<file path="src/rtl/fetch_stage.sv">
// fetch_stage: instruction-fetch stage and IF/ID pipeline register (JOF32).
//
// Holds the 10-bit program counter and drives it straight out as the
// instruction memory address. The word read back in the same cycle is
// captured into the IF/ID register that feeds decode. Taken branches and
// jumps reload the PC and replace the wrong-path IF/ID entry with a bubble.
//
// Optional feature: define FETCH_HALT_EN to stop fetching when a word with
// opcode HALT_OPCODE is loaded. Only redirect or reset restarts fetch.
// Without the macro, halted is tied 0 and HALT_OPCODE is fetched like any
// other instruction.
//
// Parameters:
//   NOP_WORD    - word loaded into IF/ID on reset, redirect and halt bubbles
//   HALT_OPCODE - imem_data[31:27] value that halts fetch (FETCH_HALT_EN)
// Ports:
//   clk          in   rising-edge clock
//   rst_n        in   asynchronous active-low reset
//   stall        in   hazard hold: freezes PC and IF/ID
//   redirect     in   taken branch/jump from decode (overrides everything)
//   target_addr  in   10-bit absolute redirect target
//   imem_addr    out  instruction memory address (= PC, combinational)
//   imem_data    in   instruction memory read data (same-cycle)
//   instruction  out  IF/ID instruction register
//   id_pc_plus1  out  IF/ID copy of fetch PC+1
//   id_valid     out  IF/ID holds a real instruction
//   halted       out  fetch stopped on halt opcode

module fetch_stage #(
  parameter logic [31:0] NOP_WORD    = 32'h0000_0000,
  parameter logic [4:0]  HALT_OPCODE = 5'b11111
) (
  input  logic        clk,
  input  logic        rst_n,
  input  logic        stall,
  input  logic        redirect,
  input  logic [9:0]  target_addr,
  output logic [9:0]  imem_addr,
  input  logic [31:0] imem_data,
  output logic [31:0] instruction,
  output logic [9:0]  id_pc_plus1,
  output logic        id_valid,
  output logic        halted
);

  logic [9:0]  pc;
  logic [9:0]  pc_inc;
  logic [9:0]  pc_next;
  logic [31:0] instr_next;
  logic [9:0]  pc_plus1_next;
  logic        valid_next;
  logic        halt_q;
  logic        halt_next;

  // 10-bit modulo increment: 1023 wraps to 0 silently.
  assign pc_inc    = pc + 10'd1;
  assign imem_addr = pc;

  always_comb begin
    pc_next       = pc;
    instr_next    = instruction;
    pc_plus1_next = id_pc_plus1;
    valid_next    = id_valid;
    halt_next     = halt_q;

    if (redirect) begin
      pc_next       = target_addr;
      instr_next    = NOP_WORD;
      pc_plus1_next = '0;
      valid_next    = 1'b0;
      halt_next     = 1'b0;
    end else if (stall) begin
      // hold everything
    end
`ifdef FETCH_HALT_EN
    else if (halt_q) begin
      instr_next    = NOP_WORD;
      pc_plus1_next = '0;
      valid_next    = 1'b0;
    end
`endif
    else begin
      pc_next       = pc_inc;
      instr_next    = imem_data;
      pc_plus1_next = pc_inc;
      valid_next    = 1'b1;
`ifdef FETCH_HALT_EN
      // The halt word itself is delivered to decode as valid; the PC has
      // already stepped past it, so it freezes at halt address + 1.
      halt_next     = (imem_data[31:27] == HALT_OPCODE);
`endif
    end
  end

  always_ff @(posedge clk or negedge rst_n) begin
    if (!rst_n) begin
      pc          <= '0;
      instruction <= NOP_WORD;
      id_pc_plus1 <= '0;
      id_valid    <= 1'b0;
      halt_q      <= 1'b0;
    end else begin
      pc          <= pc_next;
      instruction <= instr_next;
      id_pc_plus1 <= pc_plus1_next;
      id_valid    <= valid_next;
      halt_q      <= halt_next;
    end
  end

`ifdef FETCH_HALT_EN
  assign halted = halt_q;
`else
  logic unused_halt_cfg;
  assign unused_halt_cfg = ^HALT_OPCODE;
  assign halted = 1'b0;
`endif

endmodule

</file>
<file path="config.mk">
export PLATFORM = sky130hd
export DESIGN_NAME = fetch_stage
export DESIGN_NICKNAME = d
export VERILOG_FILES = /design/src/rtl/fetch_stage.sv
export SDC_FILE = /design/constraint.sdc
export NUM_CORES = 1
export LEC_CHECK = 0
export ABC_AREA = 0
export CAP_MARGIN = 20
export CORE_MARGIN = 8
export CORE_UTILIZATION = 35
export DETAILED_ROUTE_END_ITERATION = 6
export PLACE_DENSITY = 0.68
export SLEW_MARGIN = 30
export SYNTH_ARGS = -nofsm -noshare
export SYNTH_HDL_FRONTEND = slang
export SYNTH_SLANG_ARGS = --single-unit
</file>
<file path="constraint.sdc">
create_clock -name clk -period 1.85 [get_ports clk]
set_input_delay 0.37 -clock clk [delete_from_list [all_inputs] [get_ports clk]]
set_output_delay 0.37 -clock clk [all_outputs]
set_load 0.03 [all_outputs]
</file>
==> run_results.csv, run 1 <==
group,metric,value,unit
sta,rsz0062_at_grt,"false",
power_and_ir_drop,p_int,1.99,mW
clock_tree,cts_resized,5,
critical_path,crit_family,"buffers and inverters",
critical_path,r2r_start,"imem_addr[0]",
sta,hold_viol,0,
grt,overflow,0,
sta,hold_ws,0.0111,ns
power_and_ir_drop,clkPwrFrac,28.9,%
sta,finalCriticalPeriod,1.75,ns
critical_path,ff2ff_setup_slack,0.22,ns
yosys,ys_seq_elements,53,
power_and_ir_drop,powerDensity,793,nW/µm²
floorplan,initial_utilization,35.6,%
yosys,synth_edf_count,0,
floorplan,die_area,9690,µm²
clock_tree,hold_buffers,0,
clock_tree,clock-sinks,53,
yosys,ys_types,32,
clock_tree,htree_levels,2,
detailed_routing,routedWlPerCell,16.2,µm
grt,grt_pass1_vias,2066,
critical_path,cpPeakStageDelay,0.72,ns
layout,final_core_util,53.1,%
yosys,async_flop_share,100,%
grt,grt_pass1_wl,10500,µm
flow_run,drv_cap,0,
critical_path,crit_type,"reg -> out",
layout,n_antenna_cell,0,
sta,setup-tns-final,0,ns
floorplan,die_h,98.4,µm
detailed_routing,first_pass_iters,4,
yosys,syn_area,2380,µm²
clock_tree,root_buffer,"clkbuf_8",
min_path,min_path_type,"in -> async",
layout,layout-drive-gt1-share,6.27,%
clock_tree,clkTransAtPathRegs,0.09,ns
detailed_routing,via_per_inst,4.97,
grt,grt_max_degree,38,
detailed_routing,routed_wl,6460,µm
power_and_ir_drop,combPwrFrac,24.4,%
floorplan,io_pins,100,
power_and_ir_drop,power,2.81,mW
grt,antenna_found_initial,0,
layout,area_delta_synth_final,49.2,%
placed_design,portBuffers,98,
critical_path,cp_cell_sequence,"clkdlybuf4s50_1",
layout,multiInputGateArea,960,µm²
clock_tree,worstSkewPairLatency,0.30,ns
floorplan,core-area,6680,µm²
yosys,syn_area_per_cell,10.7,µm²
layout,fill_cells,624,
detailed_routing,ant_nets,0,
layout,layout_commonest_cell,"clkdlybuf4s50_1",
critical_path,start_kind,"register",
critical_path,cp.arrival,1.38,ns
critical_path,path_max_fanout,2,
power_and_ir_drop,switchingPower,0.823,mW
critical_path,crit_slowest_cell,"clkdlybuf4s50_1",
clock_tree,clk_path_buf_depth,2,
clock_tree,tritoncts,"yes",
critical_path,required,1.48,ns
layout,layout_common_cells,"85 x clkdlybuf4s50_1, 53 x dfrtp_1, 43 x nor2_1",
sta,clock_skew,0.00258,ns
layout,nets,365,
yosys,synth_seq_area_share,55.8,%
critical_path,r2r_end,"id_pc_plus1[8]",
grt,grtUsageTotal,13.5,%
floorplan,dieWidth,98.4,µm
sta,tightest_slew,0.569,ns
power_and_ir_drop,ir_worst_vdd,365,µV
sta,post-route-period-util,94.7,%
placed_design,hpwl,4730,µm
detailed_routing,route.vias.total,1984,
critical_path,reg2reg_depth,4,
detailed_routing,drtIter0Drc,62,
status,outcome,"finished clean",
sta,fmax,0.571,GHz
sta,worst_slew_margin_rel,62.1,%
critical_path,cp_num_buf_inv,1,
sta,slew_violations,0,
yosys,yosysWarnings,0,
sta,finalSetupViolCount,0,
yosys,synthesis.nets,269,
detailed_routing,drcViolationCount,0,
floorplan,rows,30,
layout,seq_area,1330,µm²
placed_design,routabilityCongestion,0.791,
clock_tree,cts_setup_buffers,0,
yosys,ys.flop_type,"dfrtp_1",
power_and_ir_drop,leakagePower,1.63,nW
critical_path,end_kind,"output port",
yosys,synthCells,222,
power_and_ir_drop,sw_frac_of_total,29.2,%
clock_tree,cts_buffers,5,
power_and_ir_drop,seqPwrFrac,46.7,%
-- worst max path at each step --
stage / start / end / slack (ns) / depth (start not counted)
after floorplan: imem_addr[3] / imem_addr[9] / 0.21 / 5
after global placement: imem_addr[2] / imem_addr[2] / 0.27 / 1
after detailed placement: imem_addr[0] / id_pc_plus1[8] / 0.22 / 4
after CTS: imem_addr[5] / imem_addr[5] / 0.0001 / 1
after global routing: id_pc_plus1[0] / id_pc_plus1[0] / 0.03 / 1
final: instruction[10] / instruction[10] / 0.1 / 1
-- registers in the layout, summed over array words and instances (netlist names) --
register     cells
id_valid         1
instruction     32
imem_addr       10
id_pc_plus1     10
-- logic make-up after synthesis --
kind of cell,Yosys count,share of synthesized area (%)
other cells,1,0.158
buf+inv,18,3.84
simple gates,83,16.3
flops,53,55.8
compound gates,28,7.74
fa+ha+maj,1,0.526
xor+xnor,6,2.21
mux,32,13.5
-- metal layers --
metal  share of wire [%]  track usage (%)  vias up
li1                    -                -      959
met1                  42             16.0      939
met2                  43             20.0       79
met3                  14             8.25        7
met4                 1.0             3.90        0
met5                   0                0        -
-- through the flow --
| step | instances | instance area, µm² | setup WS (ns) |
|---|---|---|---|
| final | 399 | 3550 | 0.0979 |
| after global routing | 399 | 3550 | 0.0324 |
| after CTS | 399 | 3530 | 0.000109 |
| after detailed placement | 391 | 3420 | 0.222 |
| after global placement | 391 | 3420 | 0.273 |
| after floorplan | 222 | 2380 | 0.211 |
-- cell type report --
type | instances | share of cell area, %
flip-flops and latches | 53 | 37.4
repair buffers | 105 | 29.2
multi-input cells | 151 | 27.1
inverters | 2 | 0.212
clock buffers | 7 | 2.43
clock inverters | 1 | 0.847
well taps | 80 | 2.82
-- Yosys cell counts (all sizes together), types with 2 or more instances --
cell type	count	area, µm²
dfrtp	53	1330
nor2	43	161
mux2i	32	320
nand2	15	56.3
nand3	9	45.0
o21ai	9	45.0
buf	8	53.8
clkbuf	8	30.0
xor2	5	43.8
a21oi	4	20.0
a311oi	4	35.0
nor2b	4	25.0
o211ai	4	30.0
or4	4	30.0
or3	3	18.8
inv	2	7.51
nand4b	2	17.5
-- power groups by stage --
stage | registers, mW | clock network (mW) | logic (mW)
2_1_floorplan | 1.49 | 0 | 0.204
3_3_place_gp | 1.33 | 0 | 0.701
3_5_place_dp | 1.34 | 0 | 0.704
4_1_cts | 1.32 | 0.845 | 0.698
5_1_grt | 1.33 | 0.897 | 0.742
6_report | 1.31 | 0.813 | 0.686
-- worst reg2reg max path, delay by kind of cell, from the launching register on --
| family | cells | cell delay (ns) |
|---|---|---|
| simple gates | 2 | 0.47 |
| flops | 1 | 0.46 |
| fa+ha+maj | 1 | 0.28 |
| compound gates | 1 | 0.31 |
No activity file was read; power rests on OpenSTA's default activity.
==> inputs of run 2 (changes only) <==
--- a/config.mk
+++ b/config.mk
@@ -6,7 +6,7 @@
 export NUM_CORES = 1
 export LEC_CHECK = 0
 export ABC_AREA = 0
-export CAP_MARGIN = 20
+export CAP_MARGIN = 25
 export CORE_MARGIN = 8
 export CORE_UTILIZATION = 35
 export DETAILED_ROUTE_END_ITERATION = 6
==> results of run 2 <==
No change in the layout: final DEF, timing and power equal those of run 1.
==> inputs of run 3 (changes only) <==
--- a/config.mk
+++ b/config.mk
@@ -8,9 +8,9 @@
 export ABC_AREA = 0
 export CAP_MARGIN = 25
 export CORE_MARGIN = 8
-export CORE_UTILIZATION = 35
+export CORE_UTILIZATION = 38
 export DETAILED_ROUTE_END_ITERATION = 6
-export PLACE_DENSITY = 0.68
+export PLACE_DENSITY = 0.76
 export SLEW_MARGIN = 30
 export SYNTH_ARGS = -nofsm -noshare
 export SYNTH_HDL_FRONTEND = slang
==> constraint.sdc (replaced) <==
create_clock -name clk -period 1.53 [get_ports clk]
set_input_delay 0.306 -clock clk [delete_from_list [all_inputs] [get_ports clk]]
set_output_delay 0.306 -clock clk [all_outputs]
set_load 0.03 [all_outputs]
==> run 3 against run 2 <==
Sequential share of layout area is 0.53 points lower. Die area is 6.6% lower. Power is 15% higher. Global-route usage is 1.3 points higher. Worst hold slack better by 0.42 ns. Largest power group unchanged. Critical path depth stayed put. Combinational power is 25% higher. Wire length is 1.3% higher. Cell count is 2.5% higher. Clock power is 2.8% lower. Worst setup slack worse by 0.052 ns.
==> run_results.csv, run 3 (synthesis gave the netlist of run 1 again) <==
group,metric,value,unit
critical_path,cp_cell_sequence,"dlygate4sd2_1",
power_and_ir_drop,switchingPower,1.03,mW
grt,grt_pass1_wl,10600,µm
clock_tree,tritoncts,"yes",
layout,layout_common_cells,"50 x dlygate4sd2_1, 47 x dfrtp_1, 43 x nor2_1",
critical_path,start_kind,"register",
layout,largest_reg_flops,32,
placed_design,routabilityCongestion,0.803,
critical_path,r2r_start,"imem_addr[1]",
layout,regMostFlops,"instruction",
clock_tree,cts_buffers,5,
sta,clock_skew,0.00616,ns
sta,post-route-period-util,97.0,%
critical_path,crit_family,"flip-flops",
layout,layout_commonest_cell,"dlygate4sd2_1",
floorplan,dieWidth,95.1,µm
power_and_ir_drop,ir_worst_vdd,541,µV
detailed_routing,drtIter0Drc,90,
power_and_ir_drop,power,3.23,mW
sta,hold_viol,0,
power_and_ir_drop,sw_frac_of_total,31.9,%
clock_tree,worstSkewPairLatency,0.30,ns
sta,finalWorstSetupSlack,0.0462,ns
grt,grt_max_degree,27,
sta,hold_ws,0.429,ns
critical_path,path_max_fanout,6,
detailed_routing,first_pass_iters,4,
critical_path,cp.arrival,1.18,ns
floorplan,core-area,6200,µm²
critical_path,required,1.22,ns
layout,n_antenna_cell,0,
clock_tree,clock-sinks,53,
status,outcome,"finished clean",
critical_path,startpoint,"imem_addr[5]",
min_path,min_path_type,"in -> reg",
floorplan,rows,29,
clock_tree,clk_path_buf_depth,2,
power_and_ir_drop,clkPwrFrac,24.4,%
layout,nets,378,
layout,fill_cells,542,
placed_design,hpwl,4990,µm
critical_path,end_kind,"output port",
clock_tree,root_buffer,"clkbuf_8",
power_and_ir_drop,p_int,2.20,mW
critical_path,crit_type,"reg -> out",
grt,grtUsageTotal,14.8,%
floorplan,die_h,95.1,µm
placed_design,pre_cts_slack,0.0458,ns
grt,antenna_found_initial,0,
sta,finalSetupViolCount,0,
power_and_ir_drop,leakagePower,1.79,nW
grt,overflow,0,
sta,slew_violations,0,
grt,grt_pass1_vias,2134,
min_path,worstHoldStart,"stall",
floorplan,die_area,9040,µm²
critical_path,crit_slowest_cell,"dfrtp_2",
clock_tree,htree_levels,2,
power_and_ir_drop,seqPwrFrac,49.0,%
floorplan,initial_utilization,38.3,%
detailed_routing,route.vias.total,2040,
clock_tree,clkTransAtPathRegs,0.10,ns
detailed_routing,drcViolationCount,0,
detailed_routing,routedWlPerCell,16.0,µm
layout,final_core_util,58.3,%
layout,seq_area,1330,µm²
critical_path,cp_num_buf_inv,1,
layout,multiInputGateArea,992,µm²
layout,area_delta_synth_final,52.2,%
flow_run,drv_cap,0,
floorplan,io_pins,100,
sta,fmax,0.674,GHz
critical_path,cpPeakStageDelay,0.45,ns
power_and_ir_drop,powerDensity,894,nW/µm²
detailed_routing,routed_wl,6550,µm
placed_design,portBuffers,98,
sta,finalCriticalPeriod,1.48,ns
detailed_routing,via_per_inst,4.99,
power_and_ir_drop,combPwrFrac,26.6,%
layout,layout-drive-gt1-share,13.0,%
detailed_routing,ant_nets,0,
==> run 3: cell count changes in the layout (fill, tap and decap cells not counted), sizes merged, moves of 2 or more <==
cell           delta
clkinvlp          +2
clkdlybuf4s50    -43
dlymetal6s2s      -5
dlygate4sd2      +45
buf              +14
==> run 3: power by group through the flow <==
stage	Sequential (mW)	Combinational, mW	Clock, mW
after floorplan	1.80	0.253	0
after global placement	1.60	0.919	0
after detailed placement	1.61	0.925	0
after CTS	1.58	0.864	0.816
after global routing	1.60	0.932	0.871
final	1.58	0.860	0.790
==> run 3: repair_timing <==
item / in CTS / in global routing
endpoints found under the hold margin: 13 / 0
buffers inserted: 0 / 0
endpoints found under the setup margin: 51 / 5
resized for setup: 51 / 5
hold buffers: 1 / 0
==> run 3: layout make-up <==
cell class	count	area share [%]
sequential	53	36.9
timing repair buffer	118	30.4
multi-input combinational	151	27.4
tap	77	2.66
clock buffer	6	2.01
clock inverter	2	0.415
inverter	2	0.207
==> run 3: worst register-to-register path: stages, from the launching register on <==
cell and delay [ns]:
dfrtp_2 0.44, ha_4 0.18, nand3_1 0.12, or3_1 0.34
a311oi_2 0.28
==> run 3: final timing paths <==
kind	end	slack, ns	depth (start not counted)
max	imem_addr[5]	0.05	1
min	id_pc_plus1[2]	0.43	4
max reg2reg	id_pc_plus1[8]	0.08	4
min reg2reg	id_valid	0.48	1
max in group asynchronous	instruction[19]	0.60	3
min in group asynchronous	instruction[11]	0.47	2
==> run 3: metrics by stage <==
| step | TNS [ns] | std cells | instance area (µm²) |
|---|---|---|---|
| 2_1_floorplan | 0 | 222 | 2400 |
| 3_3_place_gp | 0 | 400 | 3560 |
| 3_5_place_dp | 0 | 400 | 3560 |
| 4_1_cts | 0 | 409 | 3590 |
| 5_1_grt | -0.00271 | 409 | 3620 |
| 6_report | 0 | 409 | 3620 |
==> run 3: routing by layer <==
layer | share of wire (%) | track usage (%) | wire, µm | up-vias
met1 | 40 | 17.1 | 2630 | 982
met2 | 46 | 23.0 | 3010 | 75
li1 | - | - | - | 977
met5 | 0 | 0 | 0 | -
met3 | 13 | 8.58 | 849 | 6
met4 | 0.90 | 3.90 | 59 | 0
